### config.mk
export PLATFORM = sky130hd
export DESIGN_NAME = pkt_read_arbiter
export DESIGN_NICKNAME = d
export VERILOG_FILES = /design/src/rtl/pkt_read_arbiter.sv
export SDC_FILE = /design/constraint.sdc
export NUM_CORES = 1
export LEC_CHECK = 0
export ABC_CLOCK_PERIOD_IN_PS = 9000
export CORE_AREA = 5 5 295 297
export CTS_CLUSTER_SIZE = 30
export DETAILED_ROUTE_END_ITERATION = 8
export DIE_AREA = 0 0 300 302
export GPL_ROUTABILITY_DRIVEN = 0
export PLACE_DENSITY = 0.48
export SKIP_LAST_GASP = 1
export SYNTH_ARGS = -nofsm -noshare
export SYNTH_HDL_FRONTEND = slang
export SYNTH_SLANG_ARGS = --single-unit
### constraint.sdc
create_clock -name i_clk -period 9 [get_ports i_clk]
set_input_delay 1.8 -clock i_clk [delete_from_list [all_inputs] [get_ports i_clk]]
set_output_delay 1.8 -clock i_clk [all_outputs]
set_load 0.01 [all_outputs]
### src/rtl/pkt_read_arbiter.sv
// Round-robin read arbiter for four output ports sharing one single-port packet RAM.
// Grants one request per cycle and returns each word to its requester after a fixed latency.
module pkt_read_arbiter #(
  parameter int RAM_LAT = 2
) (
  input  logic         i_clk,
  input  logic         i_rst,
  input  logic [15:0]  iv_pkt_raddr_p0,
  input  logic [15:0]  iv_pkt_raddr_p1,
  input  logic [15:0]  iv_pkt_raddr_p2,
  input  logic [15:0]  iv_pkt_raddr_p3,
  input  logic         i_pkt_rd_p0,
  input  logic         i_pkt_rd_p1,
  input  logic         i_pkt_rd_p2,
  input  logic         i_pkt_rd_p3,
  output logic         o_pkt_raddr_ack_p0,
  output logic         o_pkt_raddr_ack_p1,
  output logic         o_pkt_raddr_ack_p2,
  output logic         o_pkt_raddr_ack_p3,
  output logic [15:0]  ov_ram_raddr,
  output logic         o_ram_rd,
  input  logic [133:0] iv_ram_rdata,
  output logic [133:0] ov_pkt_data_p0,
  output logic [133:0] ov_pkt_data_p1,
  output logic [133:0] ov_pkt_data_p2,
  output logic [133:0] ov_pkt_data_p3,
  output logic         o_pkt_data_wr_p0,
  output logic         o_pkt_data_wr_p1,
  output logic         o_pkt_data_wr_p2,
  output logic         o_pkt_data_wr_p3
);

  logic [3:0]         rd_req;
  logic [3:0]         elig;
  logic [15:0]        raddr [4];
  logic [3:0]         ack_q;
  logic [3:0]         wr_q;
  logic [1:0]         ptr_q;
  logic [1:0]         rd_id_q;
  logic [1:0]         gnt_id;
  logic [1:0]         cand;
  logic               gnt_vld;
  logic [RAM_LAT-1:0] tag_v;
  logic [1:0]         tag_id [RAM_LAT];
  logic [133:0]       data_q;

  assign rd_req   = {i_pkt_rd_p3, i_pkt_rd_p2, i_pkt_rd_p1, i_pkt_rd_p0};
  assign raddr[0] = iv_pkt_raddr_p0;
  assign raddr[1] = iv_pkt_raddr_p1;
  assign raddr[2] = iv_pkt_raddr_p2;
  assign raddr[3] = iv_pkt_raddr_p3;

  // A port still holding rd during its ack cycle must not be granted twice for one address.
  assign elig = rd_req & ~ack_q;

  // Scan from lowest priority to highest so the last hit is the winner.
  always_comb begin
    gnt_vld = 1'b0;
    gnt_id  = ptr_q;
    cand    = ptr_q;
    for (int i = 3; i >= 0; i--) begin
      cand = ptr_q + 2'(i);
      if (elig[cand]) begin
        gnt_vld = 1'b1;
        gnt_id  = cand;
      end
    end
  end

  always_ff @(posedge i_clk or posedge i_rst) begin
    if (i_rst) begin
      ack_q        <= '0;
      o_ram_rd     <= 1'b0;
      ov_ram_raddr <= '0;
      ptr_q        <= '0;
      rd_id_q      <= '0;
      tag_v        <= '0;
      for (int k = 0; k < RAM_LAT; k++) tag_id[k] <= '0;
      wr_q         <= '0;
      data_q       <= '0;
    end else begin
      ack_q    <= gnt_vld ? (4'b0001 << gnt_id) : 4'b0000;
      o_ram_rd <= gnt_vld;
      if (gnt_vld) begin
        ov_ram_raddr <= raddr[gnt_id];
        ptr_q        <= gnt_id + 2'd1;
        rd_id_q      <= gnt_id;
      end

      // Tag rides alongside the RAM access so its tail lines up with valid read data.
      tag_v[0]  <= o_ram_rd;
      tag_id[0] <= rd_id_q;
      for (int k = 1; k < RAM_LAT; k++) begin
        tag_v[k]  <= tag_v[k-1];
        tag_id[k] <= tag_id[k-1];
      end

      wr_q <= tag_v[RAM_LAT-1] ? (4'b0001 << tag_id[RAM_LAT-1]) : 4'b0000;
      if (tag_v[RAM_LAT-1]) data_q <= iv_ram_rdata;
    end
  end

  assign o_pkt_raddr_ack_p0 = ack_q[0];
  assign o_pkt_raddr_ack_p1 = ack_q[1];
  assign o_pkt_raddr_ack_p2 = ack_q[2];
  assign o_pkt_raddr_ack_p3 = ack_q[3];
  assign o_pkt_data_wr_p0   = wr_q[0];
  assign o_pkt_data_wr_p1   = wr_q[1];
  assign o_pkt_data_wr_p2   = wr_q[2];
  assign o_pkt_data_wr_p3   = wr_q[3];
  assign ov_pkt_data_p0     = data_q;
  assign ov_pkt_data_p1     = data_q;
  assign ov_pkt_data_p2     = data_q;
  assign ov_pkt_data_p3     = data_q;

endmodule
# Yosys cells after proc, flatten, opt, wreduce, memory -nomap -nowiden

Index checks and enable logic that the tools add are counted.

$add $sub $neg: 4
Multipliers: 0
Divide/modulo/power cells: 0
$lt $le $gt $ge: 5
Equality and inequality tests: 0
Shifts and indexed selects: 2
Mux-type cells: 21
Bitwise operators: 3
Reductions and logical operators: 0

Operators with widths:

| cell                                                                         | count |
|---|---|
| 16-bit binary-select mux with 2-bit select                                   | 1 |
| 16-bit two-way mux                                                           | 2 |
| 2-bit by 3-bit less-than comparator with 1-bit output, second input constant | 4 |
| 1-bit binary-select mux with 2-bit select                                    | 4 |
| 1-bit two-way mux                                                            | 8 |
| 2-bit two-way mux                                                            | 4 |
| 4-bit two-way mux                                                            | 2 |
| 1-bit by 2-bit << shifter with 4-bit output, first input constant            | 2 |
| 2-bit by 1-bit adder with 2-bit output, second input constant                | 2 |
| 2-bit adder, second input constant                                           | 2 |
| 4-bit AND                                                                    | 1 |
| 4-bit NOT                                                                    | 1 |
| 3-bit greater-or-equal comparator, second input constant                     | 1 |
| 2-bit NOT with 3-bit output                                                  | 1 |

Bits in registers: 169
Latch bits: 0
Bits in writable memories: 0
ROM bits: 0
Input port bits: 204
Output and inout bits: 561
Logic and storage cells: 45
Memories kept: 0

# Logic depth before layout (Yosys ltp)

Depth in word-level cells: 12
Gate-level depth with buffers: 8
Depth with buffers taken out: 6

# Worst setup path before layout

No wires, ideal clock.

Kind: input -> register
Start point: in i_pkt_rd_p1
End point: reg ov_ram_raddr[15]
Library setup time: 158 ps
Arrival time: 3105 ps
Data required time: 8842 ps
Setup slack: 5737 ps
Cell stages on the path: 7
Path buffers: 2
Cell sequence: or2b_1 > a211o_4 > a21o_1 > buf_6 > buf_6 > a211oi_2 > a211oi_1

Longest elaborated chain between the ends: 11
Elaborated cells between the ends (all ways): 21
Those cells by class: mux (19); bitwise (2)

Ends and longest elaborated chain:

| item                                                   | line | text |
|---|---|---|
| start: declaration                                     | 13   | `input logic i_pkt_rd_p1,` |
| 4-bit AND (*)                                          | 54   | `assign elig = rd_req & ~ack_q;` |
| 1-bit binary-select mux with 2-bit select              | 63   | `if (elig[cand]) begin` |
| 1-bit two-way mux (not written as such)                | 63   |  |
| 2-bit two-way mux (4 in series)                        | 63   |  |
| 2-bit NOT with 3-bit output (not written as such)      | 85   | `ov_ram_raddr <= raddr[gnt_id];` |
| 16-bit binary-select mux with 2-bit select             | 85   |  |
| 16-bit two-way mux (not written as such) (2 in series) | 85   |  |
| end signal: assignment                                 | 85   |  |
| end: declaration                                       | 20   | `output logic [15:0] ov_ram_raddr,` |

Every way passes the cells marked *; elsewhere a longest branch is shown, timed or not. The select of a mux whose other input is x is not followed.
A chain may end at the register's enable or synchronous reset.

# Worst setup path after layout

Start point: in i_pkt_rd_p2
End point: reg ov_ram_raddr[2]

Longest elaborated chain between the ends: 11
Elaborated cells between the ends (all ways): 21
Those cells by class: mux (19); bitwise (2)

Ends and longest elaborated chain:

| item                                                   | line | text |
|---|---|---|
| start: declaration                                     | 14   | `input logic i_pkt_rd_p2,` |
| 4-bit AND (*)                                          | 54   |  |
| 1-bit binary-select mux with 2-bit select              | 63   |  |
| 1-bit two-way mux (not written as such)                | 63   |  |
| 2-bit two-way mux (4 in series)                        | 63   |  |
| 2-bit NOT with 3-bit output (not written as such)      | 85   |  |
| 16-bit binary-select mux with 2-bit select             | 85   |  |
| 16-bit two-way mux (not written as such) (2 in series) | 85   |  |

Marked as above.

==> impl_metrics.yaml <==
setup_path:
  cp.arrival_ns: 4.30
  path_max_fanout: 25
  slowest_delay_ns: 0.93
  critPathCaptureType: "flip-flop"
  crit_chain: "clkdlybuf4s50_1 > nand2b_1 > a311oi_2 > a21o_1 > buf_4 > mux2i_1 > a211oi_1"
  critPathSlowestCell: "a311oi_2"
  cp.required_ns: 9.30
  worst-path-buf-inv: 2
  path_delay_family: "compound AO/OA/AOI/OAI gates"
  crit_type: "primary input to flip-flop"
  worstSetupStartpointType: "primary input"
synth:
  synth_commonest_cells: "403 x buf_4, 169 x dfrtp_1, 134 x mux2_2"
  synthFlopType: "dfrtp_1"
  ys_seq_area_share_pct: 42.3
  synth.top_cell.area_share_pct: 42.3
  synthCells: 882
  ys_ff_latch: 169
  yosysTopAreaCell: "dfrtp_1"
  synth.area.top_cells: "dfrtp_1 42%, buf_4 30%, mux2_2 15%"
  yosys.cell_count.top_type: "buf_4"
  syn_nets: 1086
  syn_area_um2: 10000
  async_flop_share_pct: 100
  ys_types: 36
  synth_warnings: 0
  synth_enable_flop_cells: 0
  avgSynthCellArea_um2: 11.3
global_routing:
  antenna_found_initial: 9
  grt_pass1_vias: 7666
  overflow: 0
  grt_max_degree: 62
  grt_pass1_wl_mm: 54.4
  track_usage_pct: 8.16
power_and_ir_drop:
  pwr-share-comb_pct: 48.9
  peakVddDrop_v: 0.000138
  p_clk_share_pct: 20.9
  p_int_mw: 2.55
  p_leak_nw: 6.29
  p_per_area_nw_per_um2: 240
  switching_share_pct: 35.7
  total_power_mw: 3.97
  power.switching_mw: 1.42
  seqPwrFrac_pct: 30.2
run_status:
  status: "finished, final reports clean"
die:
  start_util_pct: 11.9
  ios: 765
  die_w_um: 300
  coreArea_um2: 84300
  rows: 107
  die_h_um: 302
  die_area_um2: 90600
cells_and_area:
  synthToLayoutAreaGrowth_pct: 65.3
  fin_area_um2: 16500
  utilization_pct: 19.6
  fin_cells: 2343
  final_nets: 1444
  num-fill-cells: 9164
  diodes: 0
  drive_gt1_share_pct: 15.2
drt:
  wl_per_cell_um: 16.8
  first_pass_iters: 4
  vias_per_cell: 3.09
  drcViolationCount: 0
  ant_nets: 0
  drt-total-wl_mm: 39.4
  vias: 7249
  drt-initial-drc-count: 289
sta:
  tns_ns: 0
  maxSlewHeadroom_pct: 25.6
  period_share_pct: 44.4
  max_freq_mhz: 250
  setup_viol: 0
  worst_hold_slack_ns: 0.351
  period_needed_ns: 4.00
  fin_ws_ns: 5.00
  hold_viol: 0
  slew_viol_final: 0
  tightest_slew_ns: 1.12
  finClkSkew_ns: 0.0134
  rsz0062_at_grt: "false"
clocking:
  cts_root_buf: "clkbuf_16"
  cts_tree: "yes"
  cts_num_sinks: 169
  clk_pin_slew_ns: 0.07
  cts_buffers: 17
  max-clock-path-buffers: 2
  cts_setup_buffers: 0
  cts_max_level: 4
  hold_buffers: 0
  cts_resized: 0
  clock_latency_ns: 0.47
placement:
  port_buffers: 764
  placed_cell_area_um2: 15900
  dp.cells: 2311
  dp_slack_ns: 4.53
  post-dp-hpwl_mm: 32.5
min_path:
  hold_path_class: "flip-flop to flip-flop"
job:
  maxCapViolCount: 0
per-layer routing:
layer,routed length [um],global-route usage [%],up-vias
met1,15200,9.26,3554
met3,3500,3.11,25
met5,34,0,-
met4,711,2.98,6
met2,20000,14.0,415
li1,-,-,3249
cell usage in the layout, fill, tap and decap left out, types with 2 or more instances in the layout:
| cell type | netlist | final |
|---|---|---|
| clkdlybuf4s50_1 | 0 | 764 |
| dfrtp_1 | 169 | 168 |
| mux2_2 | 134 | 134 |
| mux2i_1 | 23 | 23 |
| nor2_1 | 20 | 20 |
| a211oi_1 | 19 | 19 |
| clkbuf_16 | 0 | 17 |
| nor3b_1 | 16 | 16 |
| inv_1 | 12 | 11 |
| nand2_1 | 10 | 10 |
| a211oi_2 | 9 | 9 |
| o211ai_1 | 7 | 7 |
| a21oi_1 | 6 | 6 |
| inv_6 | 0 | 5 |
| buf_4 | 403 | 5 |
| o21ai_0 | 4 | 4 |
| bufinv_16 | 0 | 4 |
| inv_8 | 0 | 3 |
| nor2b_1 | 2 | 2 |
| nand2b_1 | 2 | 2 |
| and3_1 | 2 | 2 |
| a311oi_2 | 2 | 2 |
| a21o_1 | 2 | 2 |
state kept, by name, summed over array words and instances, names as in the netlist:
signal	count
ov_pkt_data_p0	134
ov_ram_raddr	16
ack_q	4
tag_id	4
wr_q	4
ptr_q	2
rd_id_q	2
tag_v	2
o_ram_rd	1
power by group through the flow:
| stage | registers, mW | clock network (mW) | logic, mW |
|---|---|---|---|
| 2_1_floorplan | 1.19 | 0 | 1.16 |
| 3_3_place_gp | 1.21 | 0 | 1.96 |
| 3_5_place_dp | 1.22 | 0 | 1.97 |
| 4_1_cts | 1.21 | 0.887 | 1.98 |
| 5_1_grt | 1.24 | 0.906 | 2.05 |
| 6_report | 1.20 | 0.829 | 1.94 |
worst paths after layout:
| path | start | end | slack, ns | cells after the start |
|---|---|---|---|---|
| max reg2reg | ack_q[2] | ov_ram_raddr[2] | 6.32 | 6 |
| min | tag_v[0] | tag_v[1] | 0.35 | 0 |
| min in group asynchronous | i_rst | ov_pkt_data_p0[69] | 1.74 | 2 |
| max in group asynchronous | i_rst | tag_id[1] | 6.08 | 3 |
| max | i_pkt_rd_p2 | ov_ram_raddr[2] | 5.00 | 7 |
| min reg2reg | tag_v[0] | tag_v[1] | 0.35 | 0 |
cell type report:
class	count	area, um2	area share, %
timing repair buffer	769	7680	46.5
sequential	169	4230	25.6
multi-input combinational	271	2550	15.4
tap	1090	1360	8.25
clock buffer	18	429	2.60
clock inverter	14	208	1.26
inverter	12	52.6	0.318
cells by family (layout without fill, tap and decap cells):
group / after synthesis / in the layout / share of synthesized area, %
buffers and inverters: 442 / 813 / 32.2
AO/OA/AOI/OAI: 55 / 55 / 4.78
multiplexers: 157 / 157 / 17.4
flip-flops: 169 / 169 / 42.3
AND/OR/NAND/NOR: 59 / 59 / 3.35
Power figures use the tool's default switching activity.
